### src/rtl/rr_arb_pkg.sv
// Shared types and limits for the round-robin one-hot arbiter.
package rr_arb_pkg;

   localparam int unsigned N_MIN = 1;
   localparam int unsigned N_MAX = 64;

   typedef enum logic {
      IDLE  = 1'b0,
      GRANT = 1'b1
   } arb_state_e;

endpackage

### src/rtl/rr_pick.sv
// Combinational circular priority search: first set req bit at or after ptr.
module rr_pick
   import rr_arb_pkg::*;
#(
   parameter int unsigned N  = 4,
   parameter int unsigned IW = (N > 1) ? $clog2(N) : 1
) (
   input  logic [N-1:0]  req,
   input  logic [IW-1:0] ptr,
   output logic [N-1:0]  win,
   output logic [IW-1:0] win_idx
);

   logic found;

   // Upper segment [ptr..N-1] first, then wrap to the lowest set bit overall.
   always_comb begin
      win     = '0;
      win_idx = '0;
      found   = 1'b0;
      for (int i = 0; i < int'(N); i++) begin
         if (!found && req[i] && (i >= int'(ptr))) begin
            win[i]  = 1'b1;
            win_idx = IW'(i);
            found   = 1'b1;
         end
      end
      for (int i = 0; i < int'(N); i++) begin
         if (!found && req[i]) begin
            win[i]  = 1'b1;
            win_idx = IW'(i);
            found   = 1'b1;
         end
      end
   end

endmodule

### src/rtl/rr_onehot_arbiter.sv
// Round-robin arbiter: grant held until done, one idle bubble between grants,
// sticky err if the registered grant is ever multi-hot.
module rr_onehot_arbiter
   import rr_arb_pkg::*;
#(
   parameter int unsigned N = 4
) (
   input  logic                              clk,
   input  logic                              rst,
   input  logic [N-1:0]                      req,
   input  logic                              done,
   output logic [N-1:0]                      gnt,
   output logic [((N > 1) ? $clog2(N) : 1)-1:0] gnt_idx,
   output logic                              busy,
   output logic                              err
);

   localparam int unsigned IW = (N > 1) ? $clog2(N) : 1;

   if ((N < N_MIN) || (N > N_MAX)) begin : g_bad_n
      $error("rr_onehot_arbiter: N out of range");
   end

   arb_state_e    state;
   arb_state_e    state_nxt;
   logic [IW-1:0] ptr;
   logic [IW-1:0] ptr_nxt;
   logic [N-1:0]  gnt_nxt;
   logic [IW-1:0] idx_nxt;
   logic [N-1:0]  pick_win;
   logic [IW-1:0] pick_idx;
   logic          multi_hot;

   rr_pick #(.N(N), .IW(IW)) u_pick (
      .req     (req),
      .ptr     (ptr),
      .win     (pick_win),
      .win_idx (pick_idx)
   );

   assign multi_hot = |(gnt & (gnt - N'(1)));

   // Next-state and next-output decode.
   always_comb begin
      state_nxt = state;
      gnt_nxt   = gnt;
      idx_nxt   = gnt_idx;
      ptr_nxt   = ptr;
      case (state)
         IDLE: begin
            if (|req) begin
               state_nxt = GRANT;
               gnt_nxt   = pick_win;
               idx_nxt   = pick_idx;
            end else begin
               gnt_nxt = '0;
               idx_nxt = '0;
            end
         end
         GRANT: begin
            if (done) begin
               state_nxt = IDLE;
               gnt_nxt   = '0;
               idx_nxt   = '0;
               ptr_nxt   = (gnt_idx == IW'(N - 1)) ? '0 : (gnt_idx + IW'(1));
            end
         end
         default: begin
            state_nxt = IDLE;
            gnt_nxt   = '0;
            idx_nxt   = '0;
         end
      endcase
   end

   always_ff @(posedge clk or posedge rst) begin
      if (rst) begin
         state   <= IDLE;
         ptr     <= '0;
         gnt     <= '0;
         gnt_idx <= '0;
         busy    <= 1'b0;
         err     <= 1'b0;
      end else begin
         state   <= state_nxt;
         ptr     <= ptr_nxt;
         gnt     <= gnt_nxt;
         gnt_idx <= idx_nxt;
         busy    <= (state_nxt == GRANT);
         err     <= err | multi_hot;
      end
   end

endmodule

### config.mk
export PLATFORM = sky130hd
export DESIGN_NAME = rr_onehot_arbiter
export DESIGN_NICKNAME = d
export VERILOG_FILES = /design/src/rtl/rr_arb_pkg.sv /design/src/rtl/rr_pick.sv /design/src/rtl/rr_onehot_arbiter.sv
export SDC_FILE = /design/constraint.sdc
export NUM_CORES = 1
export LEC_CHECK = 0
export CORE_MARGIN = 2
export CORE_UTILIZATION = 45
export DETAILED_ROUTE_END_ITERATION = 10
export PLACE_DENSITY = 0.82
export SLEW_MARGIN = 20
export SYNTH_ARGS = -nofsm -noshare
export SYNTH_HDL_FRONTEND = slang
export SYNTH_HIERARCHICAL = 1
export SYNTH_SLANG_ARGS = --single-unit
### constraint.sdc
create_clock -name clk -period 1.4 [get_ports clk]
set_input_delay 0.28 -clock clk [delete_from_list [all_inputs] [get_ports clk]]
set_output_delay 0.28 -clock clk [all_outputs]
set_load 0.02 [all_outputs]
* Word level (Yosys, flattened, before mapping)
Cells that the tools add are included.
** Word-level totals
- Output and inout bits :: 8
- Bits in registers :: 10
- Word-level logic and storage cells :: 66
** Operators by class
- Multiplexer cells :: 31
- Reduce and logical (&&, ||, !) cells :: 20
- Order comparisons :: 3
- Add/subtract/negate cells :: 2
- Equality and inequality tests :: 2
- Bitwise gates (word level) :: 3
** Operators by type and width (count)
- 2-to-1 mux 2 bit :: 9
- 2-to-1 mux 1 bit :: 17
- logical AND 1 bit :: 10
- 2-to-1 mux 4 bit :: 2
- case mux 4 bit (2 select lines) :: 1
- OR reduction 4 bit :: 2
- logical NOT 1 bit :: 7
- bitwise AND 4 bit :: 1
- >= comparator 1 x 2 -> 1 bit, first input constant :: 2
- case mux 2 bit (2 select lines) :: 1
- subtractor 4 x 1 -> 4 bit, second input constant :: 1
- adder 2 x 1 -> 2 bit, second input constant :: 1
- == test 2 bit, second input constant :: 1
- >= comparator 2 bit, first input constant :: 1
- != test 2 bit, second input constant :: 1
- case mux 1 bit (2 select lines) :: 1
- AND reduction 2 bit :: 1
- NOT 1 bit :: 1
- bitwise OR 1 bit :: 1

* Longest topological paths before layout
Gate-level depths: netlist of run 1.
- Depth in word-level cells :: 28
- Gate-level depth with buffers :: 5

* Modules after synthesis
Netlist of run 1, hierarchy kept.
** By module, submodules not included
- rr_onehot_arbiter :: cells each 31, instances 1, sequential area each 250.2 um^2, area each 430.4 um^2
- rr_pick :: cells each 31, instances 1, sequential area each 0.0 um^2, area each 209.0 um^2

* Least setup slack after synthesis of run 1
No wires, ideal clock.
- Path kind :: input port to flip-flop
- From :: input port req[3]
- To :: register gnt[2]
- Library setup time :: 121 ps
- Data arrival time :: 1172 ps
- Data required time :: 1279 ps
- Slack :: 107 ps
- Stages on the path :: 3
- Path through :: or4_4 buf_6 a32o_2
** Between the ends
- Word-level cells in the longest chain between the ends :: 13
- Elaborated cells on any way between the ends :: 14
- Classes of those cells :: mux (6); reduce/logical (8)
** Ends and longest elaborated chain
- start, declared :: line rr_onehot_arbiter.sv:10 : input logic [N-1:0] req,
- logical AND 1 bit :: line rr_pick.sv:22 : if (!found && req[i] && (i >= int'(ptr))) begin
- 2-to-1 mux 1 bit :: line rr_pick.sv:22
- logical NOT 1 bit :: line rr_pick.sv:29 : if (!found && req[i]) begin
- logical AND 1 bit :: line rr_pick.sv:29
- 2-to-1 mux 1 bit :: line rr_pick.sv:29
- logical NOT 1 bit :: line rr_pick.sv:29
- logical AND 1 bit :: line rr_pick.sv:29
- 2-to-1 mux 1 bit :: line rr_pick.sv:29
- logical NOT 1 bit :: line rr_pick.sv:29
- logical AND 1 bit :: line rr_pick.sv:29
- 2-to-1 mux 1 bit :: line rr_pick.sv:29
- 2-to-1 mux 4 bit (*) :: line rr_onehot_arbiter.sv:51 : if (|req) begin
- case mux 4 bit (2 select lines) (*) :: line rr_onehot_arbiter.sv:49 : case (state)
- end signal, assigned :: line rr_onehot_arbiter.sv:87 : gnt <= gnt_nxt;
- end, declared :: line rr_onehot_arbiter.sv:12 : output logic [N-1:0] gnt,
Mark *: on every way between the ends. The rest lies on a longest branch, timed or not.
A chain may end at the register's enable or synchronous reset.

* Worst setup path in the final report of run 1
- From :: register ptr[1]
- To :: register gnt_idx[0] in the netlist's numbering
** Between the ends
- Word-level cells in the longest chain between the ends :: 28
- Elaborated cells on any way between the ends :: 36
- Classes of those cells :: order compare (3); mux (16); reduce/logical (17)
** Ends and longest elaborated chain
- start, declared :: line rr_onehot_arbiter.sv:26 : logic [IW-1:0] ptr;
- start signal, assigned :: line rr_onehot_arbiter.sv:86 : ptr <= ptr_nxt;
- >= comparator 1 x 2 -> 1 bit :: line rr_pick.sv:22
- logical AND 1 bit :: line rr_pick.sv:22
- 2-to-1 mux 1 bit :: line rr_pick.sv:22
- logical NOT 1 bit :: line rr_pick.sv:22
- logical AND 1 bit (2 in a row) :: line rr_pick.sv:22
- 2-to-1 mux 1 bit :: line rr_pick.sv:22
- logical NOT 1 bit :: line rr_pick.sv:22
- logical AND 1 bit (2 in a row) :: line rr_pick.sv:22
- [11 not listed]
- logical AND 1 bit :: line rr_pick.sv:29
- 2-to-1 mux 1 bit :: line rr_pick.sv:29
- logical NOT 1 bit :: line rr_pick.sv:29
- logical AND 1 bit :: line rr_pick.sv:29
- 2-to-1 mux 2 bit (*) :: line rr_pick.sv:29
- via pick_idx[0] :: line rr_onehot_arbiter.sv:31 : logic [IW-1:0] pick_idx;
- 2-to-1 mux 2 bit (*) :: line rr_onehot_arbiter.sv:51
- case mux 2 bit (2 select lines) (*) :: line rr_onehot_arbiter.sv:49
- end signal, assigned :: line rr_onehot_arbiter.sv:88 : gnt_idx <= idx_nxt;
- end, declared :: line rr_onehot_arbiter.sv:13 : output logic [((N > 1) ? $clog2(N) : 1)-1:0] gnt_idx,
The timed path passes the listed nets; every way through them passes the cells marked *.

==> metrics, run 1 <==
drt wl/cell=13.91 um; Row Count=13; Crit-path slowest cell=dfrtp_2; post-CTS setup buffers=0; outcome=finished clean; Seq/Total Area, Yosys=0.3914; worst skew pair latency=260 ps; first-pass GRT wire length=2187 um; multi-input logic area=326.6 sq um; Fin. Hold Viols=0; Synth area leaders=dfrtp_1 (39%), a32o_2 (11%), buf_6 (3.5%), mux2_2 (3.5%), nor2b_1 (2.9%); CTS tree=done; Pre-Repair DR Iteration Count=4; Reg area=252.7 sq um; Critical Path RT=1590 ps; peak supply drop=1.358 mV; layout cells sized above 1=0.3038; cell family with most CP delay=compound AO/OA/AOI/OAI gates; syn_area_per_cell=10.31 sq um; max_cap viols=0; GRT Total Usage=0.1607; syn nets=70; Cell variety after synth=31; Hold/Removal Path Class=input port to asynchronous set/reset pin; Initial Util=0.4853; root buf cell=clkbuf_4; Area Growth Syn to Fin=27.59%; relative slew slack=0.7046; total wire length=1308 um; Clock Skew=1.896 ps; Ant. Diodes=0; FILL cells=121; clock slew at reported path FFs=60 ps; Synth top area share=0.3914; number of warnings issued by yosys=6; Critical Path Start Type=register; fin util=0.6192; clock buffer count from CTS=3; GPL Wtd Cong=0.7592; clock buffer depth=2; Cells after Synth=62; Arr. time, crit path=1540 ps; most frequent cells after synthesis=dfrtp_1 (10), a32o_2 (6), nor2_1 (4); Setup violations, final=0; initial antenna violation count=0; CP Capture Type=register; worst-path cell chain=nor2b_1 > o21bai_1 > a221oi_2 > a32o_2; Post-synth EDFFs=0; slowest stage delay, CP=490 ps; mapped cell area=639.4 sq um; Yosys reg bits=10; fmax=743.2 MHz; Slew Viols, Final=0; gr ovfl total=0; power per cell area=1848 mW/mm^2; crit share post-route=0.9611; RSZ-0062 raised after global routing=no; die area=0.001738 sq mm; Initial DRC Count=7; IO Pins=15; clock sinks=10; largest net degree at the start of global routing=13; asr flop ratio synth=1.000; WS Path Type=register to register; minimum clock period=1346 ps; vias in the first global route=550; Synth area leader=dfrtp_1; vias per cell=5.777; number of buffers added on ports=14; Lkg Pwr=0.4212 nW; Final Net Count=88; critical path fanouts, max=12; CP Buf/Inv Count=0; Die Y=41.70 um; DP Wirelength=1019 um; most frequent cell after synthesis=dfrtp_1; Die X=41.70 um; drt drc=0; Power, Total=1.508 mW; H-tree levels=1; Worst-Margin Slew=431.9 ps; top_reg_cell synth=dfrtp_1; antenna-violating nets left=0; via count=543; CORE AREA=0.001318 sq mm
## final timing paths
path	startpoint	to	slack, ps	cells after the start
max	ptr[1]$_DFFE_PP0P_	gnt_idx[0]$_DFFE_PP0P_	50	4
min	rst	state$_DFF_PP0_	290	2
max reg2reg	ptr[1]$_DFFE_PP0P_	gnt_idx[0]$_DFFE_PP0P_	50	4
min reg2reg	gnt[3]$_DFFE_PP0P_	gnt[3]$_DFFE_PP0P_	530	1
max in group asynchronous	rst	ptr[0]$_DFFE_PP0P_	830	2
min in group clk	gnt[3]$_DFFE_PP0P_	gnt[3]$_DFFE_PP0P_	530	1
## metal layers
metal	share of wire	global-route usage
met3	0.028	0.02609
met1	0.49	0.2000
met2	0.48	0.2688
met4	0.0084	0.07742
met5	0	0
## metrics by stage
stage / setup TNS, ps / instances / setup slack, ps / hold WS [ps] / area, sq um
floorplan: 0 / 62 / 106.9 / 120.2 / 639.4
global route: 0 / 94 / 2.812 / 359.8 / 815.8
detailed placement: -2084 / 90 / -313.1 / 523.0 / 792.0
finish: 0 / 94 / 54.46 / 287.8 / 815.8
global placement: -2039 / 90 / -307.3 / 527.7 / 792.0
CTS: 0 / 94 / 38.15 / 291.9 / 814.5
## placed cells by master, fill, tap and decap left out, types with 2 or more instances in the layout
cell type and instances:
o21a_1 2, a2111oi_0 2, a32o_2 6, dlygate4sd2_1 12
clkdlybuf4s50_1 2, dfrtp_1 8, buf_4 6, nor2b_1 3
mux2_2 2, dfrtp_2 2, nor2_1 4, a21oi_1 3
nand2_1 3, clkbuf_4 3, inv_1 3
## cell type report
type / count / area share
inverter: 3 / 0.01380
sequential: 10 / 0.3098
multi-input combinational: 42 / 0.4003
timing repair buffer: 20 / 0.2086
clock buffer: 4 / 0.04448
tap: 15 / 0.02301
## report_power, final
part           leakage, nW  total (mW)  switching, mW  internal [mW]
Sequential           0.126       0.553          0.150          0.403
Clock               0.0210       0.248         0.0906          0.158
Combinational        0.274       0.706          0.349          0.358
Total                0.421        1.51          0.589          0.919
## cell families after synthesis
group | synth area share
adders and majority gates | 0.01957
DFF | 0.3914
and+or+nand+nor | 0.1292
muxes | 0.05088
AOI/OAI and AO/OA | 0.3111
buffers and inverters | 0.09783
## state kept, by name (all words and copies together) (netlist names)
name and cells:
gnt 4, gnt_idx 2, ptr 2, err 1
state 1
## repair_timing
action,in CTS,in global routing
resized for setup,13,1
endpoints found under the setup margin,14,2
pin swaps,4,0
hold buffers,0,0
No activity file was read; power rests on OpenSTA's default activity.
==> run 2, diff against run 1 <==
==> constraint.sdc (replaced) <==
create_clock -name clk -period 1.3 [get_ports clk]
set_input_delay 0.26 -clock clk [delete_from_list [all_inputs] [get_ports clk]]
set_output_delay 0.26 -clock clk [all_outputs]
set_load 0.02 [all_outputs]
==> run 2 against run 1 <==
The run now ends with negative setup slack left. Worst setup slack worse by 70 ps. Core utilization rose by 9.7 points. Fmax increased by 2.2%. Design area rose by 16%. Critical path depth rose by 1. Total power is 29% higher. Flip-flop and latch count is the same. Clock skew decreased by 1.2 ps. First-iteration DRC count is 29% higher. Clock power is 14% higher. Register-to-register slack lost 70 ps. Largest cell class unchanged. Highest routed layer unchanged.
==> metrics, run 2 (synthesized netlist as in run 1, its figures left out) <==
outcome=finished with violations; failing checks=negative setup slack; Hold Buf Count CTS=0 (unchanged); antenna-violating nets left=0 (unchanged); clock buffer depth=2 (unchanged); peak supply drop=1.288 mV (-5.2%); Ant. Diodes=0 (unchanged); RSZ-0062 raised after global routing=yes; Slew Viols, Final=0 (unchanged); R2R Path End=gnt_idx[0]$_DFFE_PP0P_; Clock Skew=0.7322 ps (-1.164 ps); die area=0.001738 sq mm (unchanged); largest net degree at the start of global routing=11 (-2); Die Y=41.70 um (unchanged); worst-path cell chain=buf_4 > nor2b_1 > o21bai_1 > a221oi_2 > a32o_2; Row Count=13 (unchanged); minimum clock period=1316 ps (-29.57 ps); IO Pins=15 (unchanged); Reg2Reg Setup Slack=-20 ps (-70 ps); clock buffer count from CTS=3 (unchanged); clock slew at reported path FFs=70 ps (about the same); H-tree levels=1 (unchanged); Fin. Hold Viols=0 (unchanged); worst slack at placement=-397.3 ps (-84.21 ps); slowest stage delay, CP=430 ps (-60 ps); Initial Util=0.4853 (unchanged); CORE AREA=0.001318 sq mm (unchanged); fmax=759.9 MHz (+2.2%); relative slew slack=0.7036 (-0.001017); Area Growth Syn to Fin=47.55%; critical path fanouts, max=4 (-8); DP Wirelength=1096 um (+7.5%); worst skew pair latency=270 ps (about the same); Power, Total=1.945 mW (+29%); FF-to-FF Start=ptr[0]$_DFFE_PP0P_; root buf cell=clkbuf_4; GRT Total Usage=0.1916 (+0.03088); CP Capture Type=register; CTS tree=done; clock sinks=10 (unchanged); first-pass GRT wire length=2463 um (+13%); biggest regs=gnt (4), gnt_idx (2), ptr (2); Hold/Removal Path Class=input port to asynchronous set/reset pin; max_cap viols=0 (unchanged); most frequent cells in the layout=buf_4 (19), dlygate4sd2_1 (12), dfrtp_1 (8), a32o_2 (6), nor2_1 (4); sum of negative setup slack=-15.97 ps (-15.97 ps); Design Area, Final=943.4 sq um (+16%); fin util=0.7160 (+0.09687); layout cells sized above 1=0.4516 (+0.1478); Pre-Repair DR Iteration Count=2 (-2); max reg flops=4 (unchanged); number of buffers added on ports=14 (unchanged); Critical Path RT=1460 ps (-130 ps); vias per cell=5.454 (-5.6%); most common cell after layout, fill and taps aside=buf_4; via count=589 (+8.5%); Critical Path Start Type=register; Arr. time, crit path=1480 ps (-60 ps); gr ovfl total=0 (unchanged); crit share post-route=1.012 (+0.05118); Reg2Reg Depth=5 (+1); power per cell area=2062 mW/mm^2 (+12%); Lkg Pwr=0.4938 nW (+17%); Worst-Margin Slew=443.7 ps (+11.78 ps); WS Path Type=register to register; final setup margin=-15.97 ps (-70.43 ps); Setup violations, final=1 (+1); Top reg by flops=gnt; total wire length=1578 um (+21%); drt drc=0 (unchanged); vias in the first global route=573 (+4.2%); GPL Wtd Cong=0.7846 (+3.3%); initial antenna violation count=0 (unchanged); Initial DRC Count=9 (+2); Final Net Count=102 (+16%); Die X=41.70 um (unchanged); dpl cell area=852.1 sq um (+7.6%); drt wl/cell=14.61 um (+5.0%); Crit-path slowest cell=dfrtp_2
run 2: stage by stage:
step | cells | hold WS, ps
3_3_place_gp | 98 | 517.4
5_1_grt | 108 | 319.8
3_5_place_dp | 98 | 555.6
4_1_cts | 105 | 259.1
6_report | 108 | 253.4
2_1_floorplan | 62 | 100.2
run 2: cell type report:
class	count	area (sq um)
clock buffer	4	36.28
fill	100	374.1
inverter	3	11.26
multi-input combinational	42	345.3
sequential	10	252.7
tap	15	18.77
timing repair buffer	34	279.0
run 2: power breakdown:
group / switching, mW / internal (mW) / leakage (nW)
clock: 0.113 / 0.170 / 0.0210
sequential: 0.105 / 0.434 / 0.126
combinational: 0.520 / 0.602 / 0.347
total: 0.738 / 1.21 / 0.494
run 2: routing by layer:
| layer | global-route usage | part of all wire |
|---|---|---|
| met1 | 0.2216 | 0.44 |
| met2 | 0.3281 | 0.52 |
| met3 | 0.03043 | 0.022 |
| met4 | 0.1161 | 0.017 |
| met5 | 0 | 0 |
run 2: worst max-delay path, delay by kind of cell, from the launching register on:
family                 cells  cell delay [ps]
AO/OA/AOI/OAI              3              490
buffers and inverters      1              150
flip-flops                 1              430
AND/OR/NAND/NOR            1              140
run 2: how the worst max path moves through the flow:
stage | startpoint | end | slack (ps)
after floorplan | req[3] | gnt[2]$_DFFE_PP0P_ | 30
after global placement | req[2] | gnt_idx[1]$_DFFE_PP0P_ | -380
after detailed placement | req[2] | gnt_idx[1]$_DFFE_PP0P_ | -400
after CTS | ptr[1]$_DFFE_PP0P_ | gnt_idx[0]$_DFFE_PP0P_ | -2
after global routing | ptr[1]$_DFFE_PP0P_ | gnt[3]$_DFFE_PP0P_ | -60
final | ptr[0]$_DFFE_PP0P_ | gnt_idx[0]$_DFFE_PP0P_ | -20
run 2: timing repair:
action                                  4_1_cts  5_1_grt
pin swaps                                     3        6
endpoints found under the setup margin       15        5
cloned                                        0        0
resized for setup                            15        6
buffers inserted                              3        3
==> run 3, diff against run 2 <==
--- a/config.mk
+++ b/config.mk
@@ -5,10 +5,11 @@
 export SDC_FILE = /design/constraint.sdc
 export NUM_CORES = 1
 export LEC_CHECK = 0
-export CORE_MARGIN = 2
-export CORE_UTILIZATION = 45
+export ABC_AREA = 1
+export CORE_AREA = 2 2 39 41
 export DETAILED_ROUTE_END_ITERATION = 10
-export PLACE_DENSITY = 0.82
+export DIE_AREA = 0 0 41 43
+export PLACE_DENSITY = 0.8
 export SLEW_MARGIN = 20
 export SYNTH_ARGS = -nofsm -noshare
 export SYNTH_HDL_FRONTEND = slang
==> run 3 against run 2 <==
The run now ends clean. Register-to-register slack improved by 130 ps. Combinational power fell by 25%. Die area rose by 1.4%. Core utilization fell by 14 points. Wire length fell by 26%. Critical path type is now register to output pin. Critical endpoint is now gnt[3].
==> metrics, run 3 <==
via count=564 (-4.2%); first-pass GRT wire length=2035 um (-17%); RSZ-0062 raised after global routing=no; Pre-Repair DR Iteration Count=4 (+2); Worst-Margin Slew=376.4 ps (-67.26 ps); Yosys reg bits=10 (unchanged); root buf cell=clkbuf_4; number of warnings issued by yosys=6 (unchanged); Hold/Removal Path Class=input port to asynchronous set/reset pin; Cell variety after synth=15 (-52%); asr flop ratio synth=1.000 (unchanged); CORE AREA=0.001384 sq mm (+5.0%); peak supply drop=0.8690 mV (-33%); Seq/Total Area, Yosys=0.4505 (+0.05906); WS Path Type=register to output pin; number of buffers added on ports=14 (unchanged); worst-path cell chain=dlygate4sd2_1; most frequent cells in the layout=nand2_1 (34), nand3_1 (11), dfrtp_1 (10), inv_1 (9), buf_4 (7); post-CTS setup buffers=0 (-3); placed insts=117 (+19%); mux contribution to synthesized area=0 (-0.05088); cell family with most CP delay=flip-flops; power per cell area=2077 mW/mm^2 (+0.75%); relative slew slack=0.7488 (+0.04518); most frequent cell after synthesis=nand2_1; vias in the first global route=494 (-14%); mapped cell area=555.5 sq um (-13%); most common cell after layout, fill and taps aside=nand2_1; Slew Viols, Final=0 (unchanged); largest net degree at the start of global routing=11 (unchanged); drt wl/cell=9.694 um (-34%); crit share post-route=0.9631 (-0.04916); Cells after Synth=80 (+29%); biggest regs=gnt (4), gnt_idx (2), ptr (2); Area Growth Syn to Fin=43.47%; outcome=finished clean; Critical Path Start Type=register; Synth area leader=dfrtp_1; critical path fanouts, max=3 (-1); simple-gate share of the synthesized area=0.4167 (+0.2875); Synth top area share=0.4505 (+0.05906); Die Y=43 um (+3.1%); most frequent cells after synthesis=nand2_1 (34), nand3_1 (11), dfrtp_1 (10); IO Pins=15 (unchanged); post-synthesis compound-gate area fraction=0.03604 (-0.2751); Crit-path slowest cell=dfrtp_1; Row Count=14 (+1); die area=0.001763 sq mm (+1.4%); Setup violations, final=0 (-1); Fin. Hold Viols=0 (unchanged); Initial DRC Count=16 (+7); Critical Path RT=1040 ps (-420 ps); layout cells sized above 1=0.1429 (-0.3088); Die X=41 um (-1.7%); initial antenna violation count=0 (unchanged); max reg flops=4 (unchanged); sum of negative setup slack=0 ps (+15.97 ps); clock buffer depth=2 (unchanged); worst skew pair latency=270 ps (about the same); adder-cell share of the synthesized area=0.02252 (+0.002953); Top reg by flops=gnt; syn nets=88 (+26%); max_cap viols=0 (unchanged); Initial Util=0.4014 (-0.08383); minimum clock period=1252 ps (-63.91 ps); largest family of logic cells by synthesized area=simple AND/OR/NAND/NOR gates; CP Buf/Inv Count=1 (unchanged); antenna-violating nets left=0 (unchanged); vias per cell=4.661 (-15%); clock buffer count from CTS=3 (unchanged); GPL Wtd Cong=0.7504 (-4.4%); Final Instance Count excl. Fillers=121 (+12%); clock slew at reported path FFs=70 ps (about the same); GRT Total Usage=0.1819 (-0.009695); Hold Buf Count CTS=0 (unchanged); Ant. Diodes=0 (unchanged); Clock Skew=3.190 ps (+2.458 ps); Post-synth EDFFs=0 (unchanged); Arr. time, crit path=990 ps (-490 ps); dpl cell area=768.2 sq um (-9.8%); syn_area_per_cell=6.944 sq um (-33%); CP Capture Type=output pin; clock sinks=10 (unchanged); Synth area leaders=dfrtp_1 (45%), nand2_1 (23%), nand3_1 (9.9%), inv_1 (6.1%), nor2_1 (3.4%); Lkg Pwr=0.4625 nW (-6.4%); DP Wirelength=907.3 um (-17%); drt drc=0 (unchanged); fmax=798.7 MHz (+5.1%); gr ovfl total=0 (unchanged); top_reg_cell synth=dfrtp_1; Final Net Count=114 (+12%); XOR/XNOR share of the synthesized area=0 (unchanged); Design Area, Final=797.0 sq um (-16%); slowest stage delay, CP=400 ps (-30 ps); total wire length=1173 um (-26%); CTS tree=done; H-tree levels=1 (unchanged)
run 3: routing by layer:
| metal | wire [um] | global-route usage | up-vias |
|---|---|---|---|
| met4 | 59 | 0.1800 | 0 |
| li1 | - | - | 303 |
| met5 | 0 | 0 | - |
| met1 | 489 | 0.2107 | 240 |
| met3 | 41 | 0.01571 | 4 |
| met2 | 582 | 0.2688 | 17 |
run 3: area by class of cell:
type	count	area, sq um
Fill cell	139	586.8
Tap cell	16	20.02
Timing Repair Buffer	21	185.2
Sequential cell	10	250.2
Inverter	11	41.29
Clock buffer	4	36.28
Multi-Input combinational cell	59	264.0
run 3: worst paths after layout:
path / from / to / slack (ps) / depth (start not counted)
min in group clk: err$_DFF_PP0_ / err$_DFF_PP0_ / 480 / 2
hold reg to reg: err$_DFF_PP0_ / err$_DFF_PP0_ / 480 / 2
max in group asynchronous: rst / gnt[0]$_DFFE_PP0P_ / 770 / 2
setup reg to reg: ptr[1]$_DFFE_PP0P_ / gnt_idx[0]$_DFFE_PP0P_ / 110 / 8
setup / recovery: gnt[3]$_DFFE_PP0P_ / gnt[3] / 50 / 1
hold / removal: rst / gnt[1]$_DFFE_PP0P_ / 260 / 2
run 3: stage by stage:
stage	hold WS, ps	utilization	power (mW)	worst slack [ps]
after floorplan	100.2	-	1.040	252.1
after detailed placement	468.9	0.5552	1.447	-166.4
final	257.9	0.5759	1.655	47.95
after global placement	466.0	0.5552	1.421	-127.2
after global routing	329.4	0.5759	1.804	10.89
after CTS	268.9	0.5741	1.664	25.96
run 3: logic make-up after synthesis:
| kind of cell | count (synthesis) |
|---|---|
| compound gates | 4 |
| buf+inv | 11 |
| fa+ha+maj | 1 |
| simple gates | 54 |
| flops | 10 |
run 3: where the power goes:
part / internal (mW) / switching [mW]
clock: 0.170 / 0.115
combinational: 0.344 / 0.498
sequential: 0.443 / 0.0846
run 3: repair_timing:
action | 4_1_cts | 5_1_grt
endpoints found under the setup margin | 8 | 2
endpoints found under the hold margin | 0 | 0
gates cloned | 0 | 0
gates resized for setup | 8 | 2
